`src/rtl/econet_pkg.sv`:
```
// Shared constants for the Econet transmit scheduler: register indices, status bits,
// FSM encoding and descriptor layout helpers.
package econet_pkg;

  localparam logic [1:0] TX_REG_START   = 2'd0;
  localparam logic [1:0] TX_REG_END     = 2'd1;
  localparam logic [1:0] TX_REG_CONTROL = 2'd2;

  localparam logic [1:0] SCH_REG_STAGE_START = 2'd0;
  localparam logic [1:0] SCH_REG_PUSH_END    = 2'd1;
  localparam logic [1:0] SCH_REG_CTRL        = 2'd2;
  localparam logic [1:0] SCH_REG_TIMEOUT     = 2'd3;

  localparam int TURN_BIT = 0;
  localparam int BUSY_BIT = 1;
  localparam int XMIT_BIT = 2;

  localparam int CTRL_TURN_BIT   = 0;
  localparam int CTRL_CLEAR_BIT  = 1;
  localparam int CTRL_IRQ_EN_BIT = 2;

  localparam int DESC_TURN_W = 1;

  typedef enum logic [2:0] {
    ST_IDLE      = 3'd0,
    ST_WR_START  = 3'd1,
    ST_WR_CTRL   = 3'd2,
    ST_WR_END    = 3'd3,
    ST_WAIT_BUSY = 3'd4,
    ST_WAIT_DONE = 3'd5,
    ST_RETIRE    = 3'd6
  } sched_state_e;

  // Descriptor is packed as {start, end, turnaround}.
  function automatic int desc_width(input int cntwidth);
    return 2 * cntwidth + DESC_TURN_W;
  endfunction

endpackage

```
`src/rtl/econet_tx_scheduler_if.sv`:
```
// Simple word-addressed register bus, used both for the CPU side and the transmitter side.
interface econet_tx_scheduler_if;
  logic        select;
  logic [3:0]  we;
  logic [1:0]  addr;
  logic [31:0] wdata;
  logic [31:0] rdata;

  modport master (output select, we, addr, wdata, input rdata);
  modport slave  (input select, we, addr, wdata, output rdata);
endinterface

```
`src/rtl/econet_desc_fifo.sv`:
```
// Circular descriptor queue with full/empty/count; pushes while full are ignored
// and pops while empty are ignored.
module econet_desc_fifo #(
  parameter int QDEPTH = 4,
  parameter int WIDTH  = 19,
  localparam int AW    = $clog2(QDEPTH)
) (
  input  logic             sys_clk,
  input  logic             resetn,
  input  logic             push,
  input  logic [WIDTH-1:0] push_data,
  input  logic             pop,
  output logic [WIDTH-1:0] head,
  output logic             full,
  output logic             empty,
  output logic [AW:0]      count
);

  localparam int PW = AW + 2;

  logic [PW-1:0]    wr_q, wr_d, rd_q, rd_d;
  logic [PW-1:0]    diff;
  logic             do_push, do_pop;
  logic [WIDTH-1:0] mem_q [QDEPTH];
  logic [WIDTH-1:0] mem_d [QDEPTH];

  always_comb begin
    diff    = wr_q - rd_q;
    count   = diff[AW:0];
    empty   = (diff == '0);
    full    = (diff == PW'(QDEPTH));
    do_push = push && !full;
    do_pop  = pop && !empty;
    wr_d    = wr_q + PW'(do_push);
    rd_d    = rd_q + PW'(do_pop);
    mem_d   = mem_q;
    if (do_push) mem_d[wr_q[AW-1:0]] = push_data;
    head    = mem_q[rd_q[AW-1:0]];
  end

  always_ff @(posedge sys_clk or negedge resetn) begin
    if (!resetn) begin
      wr_q <= '0;
      rd_q <= '0;
      for (int i = 0; i < QDEPTH; i++) mem_q[i] <= '0;
    end else begin
      wr_q  <= wr_d;
      rd_q  <= rd_d;
      mem_q <= mem_d;
    end
  end

endmodule

```
`src/rtl/econet_tx_scheduler.sv`:
```
// Queues CPU-supplied frame descriptors and programs the buffered Econet transmitter
// with one descriptor at a time, retiring each once the transmitter goes idle again.
module econet_tx_scheduler import econet_pkg::*; #(
  parameter int          QDEPTH      = 4,
  parameter int          CNTWIDTH    = 9,
  parameter logic [31:0] TMO_DEFAULT = 32'h00FF_FFFF
) (
  input  logic                  sys_clk,
  input  logic                  resetn,
  econet_tx_scheduler_if.slave  cpu,
  econet_tx_scheduler_if.master tx,
  output logic                  irq
);

  localparam int DW = desc_width(CNTWIDTH);
  localparam int AW = $clog2(QDEPTH);

  logic [CNTWIDTH-1:0] staged_start_q, staged_start_d;
  logic                staged_turn_q, staged_turn_d;
  logic [7:0]          done_cnt_q, done_cnt_d;
  logic                ovf_q, ovf_d, tmo_q, tmo_d;
  logic                irq_en_q, irq_en_d;
  logic [31:0]         timeout_q, timeout_d;
  logic                irq_q, irq_d;
  logic                busy_meta_q, busy_s_q;

  sched_state_e        state_q;
  logic                tx_select_q;
  logic [3:0]          tx_we_q;
  logic [1:0]          tx_addr_q;
  logic [31:0]         tx_wdata_q;
  logic [31:0]         tmo_ctr_q;

  logic                cpu_wr, wr_stage, wr_push, wr_ctrl, wr_tmo;
  logic                clr, retire, tmo_hit, push_drop;
  logic [DW-1:0]       fifo_head;
  logic                fifo_full, fifo_empty;
  logic [AW:0]         fifo_count;
  logic [CNTWIDTH-1:0] head_start, head_end;
  logic                head_turn;
  logic [31:0]         rdata;
  logic                unused_tx_status;

  always_comb begin
    cpu_wr     = cpu.select && (cpu.we != 4'h0);
    wr_stage   = cpu_wr && (cpu.addr == SCH_REG_STAGE_START);
    wr_push    = cpu_wr && (cpu.addr == SCH_REG_PUSH_END);
    wr_ctrl    = cpu_wr && (cpu.addr == SCH_REG_CTRL);
    wr_tmo     = cpu_wr && (cpu.addr == SCH_REG_TIMEOUT);
    clr        = wr_ctrl && cpu.wdata[CTRL_CLEAR_BIT];
    retire     = (state_q == ST_RETIRE);
    push_drop  = wr_push && fifo_full;
    // A timeout of zero never expires; the counter only flags on the 1 -> 0 step.
    tmo_hit    = (state_q == ST_WAIT_BUSY) && !busy_s_q && (tmo_ctr_q == 32'd1);
    head_start = fifo_head[DW-1 -: CNTWIDTH];
    head_end   = fifo_head[CNTWIDTH -: CNTWIDTH];
    head_turn  = fifo_head[0];
  end

  econet_desc_fifo #(
    .QDEPTH (QDEPTH),
    .WIDTH  (DW)
  ) u_fifo (
    .sys_clk   (sys_clk),
    .resetn    (resetn),
    .push      (wr_push),
    .push_data ({staged_start_q, cpu.wdata[CNTWIDTH-1:0], staged_turn_q}),
    .pop       (retire),
    .head      (fifo_head),
    .full      (fifo_full),
    .empty     (fifo_empty),
    .count     (fifo_count)
  );

  // A clear on the same cycle as a retire wins, so that retire is not counted.
  always_comb begin
    staged_start_d = wr_stage ? cpu.wdata[CNTWIDTH-1:0] : staged_start_q;
    staged_turn_d  = wr_ctrl ? cpu.wdata[CTRL_TURN_BIT] : staged_turn_q;
    irq_en_d       = wr_ctrl ? cpu.wdata[CTRL_IRQ_EN_BIT] : irq_en_q;
    timeout_d      = wr_tmo ? cpu.wdata : timeout_q;
    if (clr) begin
      done_cnt_d = 8'd0;
      ovf_d      = 1'b0;
      tmo_d      = 1'b0;
    end else begin
      done_cnt_d = done_cnt_q + 8'(retire);
      ovf_d      = ovf_q | push_drop;
      tmo_d      = tmo_q | tmo_hit;
    end
    irq_d = irq_en_d & ((done_cnt_d != 8'd0) | ovf_d | tmo_d);
  end

  always_ff @(posedge sys_clk or negedge resetn) begin
    if (!resetn) begin
      staged_start_q <= '0;
      staged_turn_q  <= 1'b0;
      irq_en_q       <= 1'b0;
      timeout_q      <= TMO_DEFAULT;
      done_cnt_q     <= 8'd0;
      ovf_q          <= 1'b0;
      tmo_q          <= 1'b0;
      irq_q          <= 1'b0;
      busy_meta_q    <= 1'b0;
      busy_s_q       <= 1'b0;
    end else begin
      staged_start_q <= staged_start_d;
      staged_turn_q  <= staged_turn_d;
      irq_en_q       <= irq_en_d;
      timeout_q      <= timeout_d;
      done_cnt_q     <= done_cnt_d;
      ovf_q          <= ovf_d;
      tmo_q          <= tmo_d;
      irq_q          <= irq_d;
      busy_meta_q    <= tx.rdata[BUSY_BIT];
      busy_s_q       <= busy_meta_q;
    end
  end

  // Outputs are registered with the state, so each state's bus cycle is set up on entry.
  always_ff @(posedge sys_clk or negedge resetn) begin
    if (!resetn) begin
      state_q     <= ST_IDLE;
      tx_select_q <= 1'b0;
      tx_we_q     <= 4'h0;
      tx_addr_q   <= TX_REG_CONTROL;
      tx_wdata_q  <= 32'd0;
      tmo_ctr_q   <= 32'd0;
    end else begin
      case (state_q)
        ST_IDLE: begin
          if (!fifo_empty) begin
            state_q     <= ST_WR_START;
            tx_select_q <= 1'b1;
            tx_we_q     <= 4'hF;
            tx_addr_q   <= TX_REG_START;
            tx_wdata_q  <= 32'(head_start);
          end
        end
        ST_WR_START: begin
          state_q    <= ST_WR_CTRL;
          tx_addr_q  <= TX_REG_CONTROL;
          tx_wdata_q <= 32'(head_turn);
        end
        ST_WR_CTRL: begin
          state_q    <= ST_WR_END;
          tx_addr_q  <= TX_REG_END;
          tx_wdata_q <= 32'(head_end);
        end
        ST_WR_END: begin
          state_q    <= ST_WAIT_BUSY;
          tx_we_q    <= 4'h0;
          tx_addr_q  <= TX_REG_CONTROL;
          tx_wdata_q <= 32'd0;
          tmo_ctr_q  <= timeout_q;
        end
        ST_WAIT_BUSY: begin
          if (busy_s_q) state_q <= ST_WAIT_DONE;
          else if (tmo_ctr_q != 32'd0) tmo_ctr_q <= tmo_ctr_q - 32'd1;
        end
        ST_WAIT_DONE: begin
          if (!busy_s_q) begin
            state_q     <= ST_RETIRE;
            tx_select_q <= 1'b0;
          end
        end
        ST_RETIRE: state_q <= ST_IDLE;
        default: begin
          state_q     <= ST_IDLE;
          tx_select_q <= 1'b0;
          tx_we_q     <= 4'h0;
          tx_addr_q   <= TX_REG_CONTROL;
          tx_wdata_q  <= 32'd0;
        end
      endcase
    end
  end

  always_comb begin
    rdata = 32'd0;
    case (cpu.addr)
      SCH_REG_STAGE_START: rdata[CNTWIDTH-1:0] = staged_start_q;
      SCH_REG_PUSH_END:    rdata[AW+2:0] = {fifo_count, fifo_full, fifo_empty};
      SCH_REG_CTRL: begin
        rdata[31:24] = done_cnt_q;
        rdata[10:8]  = state_q;
        rdata[5]     = tmo_q;
        rdata[4]     = ovf_q;
        rdata[2]     = irq_en_q;
        rdata[0]     = staged_turn_q;
      end
      default:             rdata = timeout_q;
    endcase
  end

  assign cpu.rdata        = rdata;
  assign tx.select        = tx_select_q;
  assign tx.we            = tx_we_q;
  assign tx.addr          = tx_addr_q;
  assign tx.wdata         = tx_wdata_q;
  assign irq              = irq_q;
  assign unused_tx_status = ^{tx.rdata[31:XMIT_BIT], tx.rdata[TURN_BIT]};

endmodule
```
`src/flat_wrapper.sv`:
```
// flat-port wrapper written by rule: the top's interface ports become plain ports
module econet_tx_scheduler_flat import econet_pkg::*;
#(
  parameter int          QDEPTH      = 4,
  parameter int          CNTWIDTH    = 9,
  parameter logic [31:0] TMO_DEFAULT = 32'h00FF_FFFF
)
  (sys_clk, resetn, irq, cpu_select, cpu_we, cpu_addr, cpu_wdata, cpu_rdata, tx_select, tx_we, tx_addr, tx_wdata, tx_rdata);
  econet_tx_scheduler_if cpu_i ();
  econet_tx_scheduler_if tx_i ();
  input  logic sys_clk;
  input  logic resetn;
  output logic irq;
  input wire logic [$bits(cpu_i.select)-1:0] cpu_select;
  input wire logic [$bits(cpu_i.we)-1:0] cpu_we;
  input wire logic [$bits(cpu_i.addr)-1:0] cpu_addr;
  input wire logic [$bits(cpu_i.wdata)-1:0] cpu_wdata;
  output wire logic [$bits(cpu_i.rdata)-1:0] cpu_rdata;
  output wire logic [$bits(tx_i.select)-1:0] tx_select;
  output wire logic [$bits(tx_i.we)-1:0] tx_we;
  output wire logic [$bits(tx_i.addr)-1:0] tx_addr;
  output wire logic [$bits(tx_i.wdata)-1:0] tx_wdata;
  input wire logic [$bits(tx_i.rdata)-1:0] tx_rdata;
  assign cpu_i.select = cpu_select;
  assign cpu_i.we = cpu_we;
  assign cpu_i.addr = cpu_addr;
  assign cpu_i.wdata = cpu_wdata;
  assign cpu_rdata = cpu_i.rdata;
  assign tx_select = tx_i.select;
  assign tx_we = tx_i.we;
  assign tx_addr = tx_i.addr;
  assign tx_wdata = tx_i.wdata;
  assign tx_i.rdata = tx_rdata;
  econet_tx_scheduler #(.QDEPTH(QDEPTH), .CNTWIDTH(CNTWIDTH), .TMO_DEFAULT(TMO_DEFAULT)) u_core (.sys_clk(sys_clk), .resetn(resetn), .cpu(cpu_i), .tx(tx_i), .irq(irq));
endmodule
```
`config.mk`:
```
export PLATFORM = sky130hd
export DESIGN_NAME = econet_tx_scheduler_flat
export DESIGN_NICKNAME = d
export VERILOG_FILES = /design/src/rtl/econet_pkg.sv /design/src/rtl/econet_tx_scheduler_if.sv /design/src/rtl/econet_desc_fifo.sv /design/src/rtl/econet_tx_scheduler.sv /design/src/flat_wrapper.sv
export SDC_FILE = /design/constraint.sdc
export NUM_CORES = 1
export LEC_CHECK = 0
export CELL_PAD_IN_SITES_DETAIL_PLACEMENT = 1
export CELL_PAD_IN_SITES_GLOBAL_PLACEMENT = 1
export CORE_ASPECT_RATIO = 0.5
export CORE_MARGIN = 2
export CORE_UTILIZATION = 40
export DETAILED_ROUTE_END_ITERATION = 7
export PLACE_DENSITY_LB_ADDON = 0.15
export SETUP_SLACK_MARGIN = 0.05
export SLEW_MARGIN = 20
export SYNTH_ARGS = -nofsm -noshare
export SYNTH_HDL_FRONTEND = slang
export SYNTH_SLANG_ARGS = --single-unit
```
`constraint.sdc`:
```
create_clock -name sys_clk -period 3.1 [get_ports sys_clk]
set_input_delay 0.62 -clock sys_clk [delete_from_list [all_inputs] [get_ports sys_clk]]
set_output_delay 0.62 -clock sys_clk [all_outputs]
set_load 0.01 [all_outputs]
```
==> impl_metrics.py <==
metrics = {
    "global_routing": {
        "gr-total-overflow": 0,
        "top_usage_layer": "met2",
        "antenna_found_initial": 0,
        "grt_util_met1": 0.296,
        "grt_use_total": 0.220,
        "grt_max_degree": 77,
        "gr-usage-met3": 0.0413,
        "grt_pass1_wl_um": 42800,
        "use_met2": 0.368,
        "grt_pass1_vias": 7464,
    },
    "power": {
        "clockPowerShare": 0.204,
        "p_seq_frac": 0.385,
        "p_leak_nw": 4.97,
        "p_sw_frac": 0.357,
        "internal_power_mw": 7.09,
        "comb_power_share": 0.411,
        "worst_ir_drop_vdd_mv": 0.523,
        "p_switching_mw": 3.94,
        "power_density_nw_per_um2": 935,
    },
    "synthesis": {
        "synthFlopType": "dfrtp_1",
        "synthTopCellsByCount": "163 x dfrtp_1, 121 x mux2_2, 48 x nor2_1, 29 x buf_4",
        "synthMostInstantiatedCell": "dfrtp_1",
        "synth_seq_cells": 188,
        "synth_top_area_cell": "dfrtp_1",
        "async_reset_ff_frac": 1.00,
        "yosysTopAreaCellShare": 0.418,
        "netlist_top_cells_area": "dfrtp_1 42%, mux2_2 14%, dfstp_2 6.7%, mux4_2 5.1%, buf_4 2.2%",
        "ys_warn_count": 0,
        "ys_seq_area_frac": 0.485,
        "synth_edf_count": 0,
        "syn_avg_cell_area_um2": 12.0,
        "synth_area_um2": 9770,
        "synth_cell_type_count": 75,
        "postSynthCellCount": 813,
    },
    "place": {
        "placed_cell_area_um2": 11100,
        "dpl.hpwl_um": 18300,
        "place_inst": 1211,
        "io_buffers": 90,
        "gp_congestion": 0.790,
    },
    "route": {
        "wl_per_cell_um": 21.2,
        "viasPerCell": 5.48,
        "routed_wl_um": 26400,
        "ant_nets": 0,
        "vias": 6844,
        "drt_iter0_drc": 395,
        "drtPass1Iterations": 4,
        "drc": 0,
    },
    "worst_setup_path": {
        "crit_path_max_incr_delay_ns": 0.52,
        "critical_path_required_ns": 2.48,
        "crit_slowest_cell": "fa_2",
        "cp-start-kind": "flop",
        "crit_chain": "inv_2, ha_4, inv_2, fa_2, nand2b_4, nand4b_1, a21oi_2, mux4_2, buf_6",
        "reg2reg_depth": 11,
        "critPathCaptureType": "output port",
        "path_class": "flop to output port",
        "crit_path_frequent_cell": "inv_2",
        "path_max_fanout": 3,
        "reg2reg_setup_slack_ns": 0.17,
        "arrival_ns": 2.62,
    },
    "final_layout": {
        "antenna_cells": 0,
        "fin_area_um2": 11800,
        "stdcell_count": 1248,
        "areaGrowthSynthToFinish_pct": 20.8,
        "nNetsFinal": 1006,
        "final_util": 0.492,
        "drive_above_1_share": 0.304,
        "multiInputGateArea_um2": 4610,
        "nFillCells": 2524,
        "register_area_um2": 4740,
    },
    "floorplan": {
        "core_area_um2": 24000,
        "start_util": 0.407,
        "dieArea_um2": 25800,
        "io_pins": 145,
        "die-height_um": 115,
        "die_w_um": 225,
        "num_rows": 40,
    },
    "clock_network": {
        "cts_hold_buffers": 0,
        "cts_max_path_buffers": 2,
        "insertion_delay_ns": 0.45,
        "cts_buffers": 17,
        "cts_tree": "built",
        "clkSinkCount": 188,
        "clk_pin_slew_ns": 0.08,
        "cts-root-buf": "clkbuf_16",
        "htree_levels": 4,
    },
    "sta": {
        "rsz0062_at_grt": "true",
        "hold_viol_final": 0,
        "layout_setup_ws_ns": -0.139,
        "worst_pin_slew_ns": 0.652,
        "slew-limit-headroom": 0.565,
        "period_minus_slack_ns": 3.24,
        "timing.fmax_mhz": 309,
        "skew_ns": 0.0185,
        "drv_slew": 0,
        "period_share": 1.04,
        "finalSetupViolations": 2,
        "holdWs_ns": 0.190,
    },
    "worst_hold_path": {
        "hp-class": "input port to async pin",
    },
    "run": {
        "cap_violations": 0,
    },
    "outcome": {
        "violations": "setup timing",
        "status": "complete, but fails checks",
    },
}
## metrics by stage
step                setup WS, ns  TNS, ns  power, mW
CTS                       -0.182   -0.272       11.1
finish                    -0.139   -0.235       11.0
global route              -0.238   -0.431       11.8
detailed placement        -0.171   -0.239       8.67
global placement         -0.0873   -0.109       8.46
floorplan                  0.113        0       6.99
## repair_timing
| item | in CTS | in global routing |
|---|---|---|
| gates cloned | 0 | 0 |
| gates resized for setup | 23 | 2 |
| setup endpoints to repair | 4 | 9 |
| pin swaps | 4 | 5 |
| endpoints found under the hold margin | 0 | 0 |
| setup buffers | 3 | 2 |
## critical path: cells and delay by family (launching register included)
| kind | cells | cell delay, ns |
|---|---|---|
| DFF | 1 | 0.40 |
| and+or+nand+nor | 2 | 0.28 |
| adders and majority gates | 2 | 0.65 |
| muxes | 1 | 0.47 |
| buffers and inverters | 3 | 0.27 |
| AOI/OAI and AO/OA | 1 | 0.09 |
## power by group through the flow
stage	Clock (mW)	Sequential, mW	Combinational [mW]
after CTS	2.30	4.25	4.56
after global placement	0	4.21	4.25
after detailed placement	0	4.27	4.40
after global routing	2.40	4.41	4.97
after floorplan	0	4.01	2.98
final	2.25	4.25	4.53
## placed cells by master (no fill, tap or decap), types with 6 or more instances in the layout
| cell | instances |
|---|---|
| o31ai_1 | 8 |
| nor2b_1 | 11 |
| nor3_1 | 18 |
| o22a_1 | 10 |
| mux2i_1 | 20 |
| mux4_2 | 22 |
| nand4_1 | 6 |
| and3_1 | 17 |
| or3_1 | 7 |
| nor2_1 | 47 |
| nand3_1 | 11 |
| clkdlybuf4s50_1 | 84 |
| a31oi_1 | 18 |
| dfstp_2 | 25 |
| o22ai_1 | 10 |
| a21oi_1 | 21 |
| mux2_2 | 121 |
| a211oi_1 | 9 |
| inv_1 | 16 |
| a22o_1 | 8 |
| nand2_1 | 21 |
| buf_12 | 7 |
| ha_1 | 11 |
| o21ai_0 | 16 |
| xnor2_1 | 7 |
| clkbuf_16 | 17 |
| o2bb2ai_1 | 11 |
| nor4_1 | 7 |
| conb_1 | 23 |
| buf_4 | 48 |
| dfrtp_1 | 163 |
## final timing paths
path | from | end
setup / recovery | u_core.u_fifo.wr_q[0] | cpu_rdata[0]
min in group sys_clk | u_core.busy_meta_q | u_core.busy_s_q
max in group asynchronous | resetn | u_core.timeout_q[18]
hold / removal | resetn | u_core.u_fifo.mem_q[20]
hold reg to reg | u_core.busy_meta_q | u_core.busy_s_q
setup reg to reg | u_core.u_fifo.rd_q[0] | u_core.u_fifo.mem_q[45]
## flip-flops by register name, indices dropped and copies added, names as in the netlist, 2 cells and up
signal                 count
u_core.tx.wdata            9
u_core.done_cnt_q          8
u_core.staged_start_q      9
u_core.timeout_q          32
u_core.u_fifo.mem_q       76
u_core.u_fifo.wr_q         4
u_core.tx.addr             2
u_core.u_fifo.rd_q         4
u_core.state_q             3
u_core.tmo_ctr_q          32
## logic make-up after synthesis
| kind of cell | count (synthesis) | synth area share |
|---|---|---|
| multiplexers | 163 | 0.211 |
| AND/OR/NAND/NOR | 193 | 0.113 |
| flip-flops | 188 | 0.485 |
| buffers and inverters | 97 | 0.0552 |
| AO/OA/AOI/OAI | 145 | 0.107 |
| adder cells (fa/ha/maj) | 13 | 0.0174 |
| XOR/XNOR | 13 | 0.0117 |
| other | 1 | 0.000384 |
## final cells by class
class / instances / share of cell area
clock buffer: 21 / 0.0390
tap: 315 / 0.0334
inverter: 18 / 0.00573
multi-input combinational: 550 / 0.391
clock inverter: 11 / 0.0112
timing repair buffer: 145 / 0.118
sequential: 188 / 0.401
## per-layer routing
| metal | share of wire | vias up |
|---|---|---|
| met5 | 0 | - |
| met4 | 0.011 | 0 |
| met3 | 0.024 | 18 |
| met2 | 0.48 | 82 |
| met1 | 0.48 | 3548 |
| li1 | - | 3196 |
Note: power is estimated with default switching activity, not from simulation.
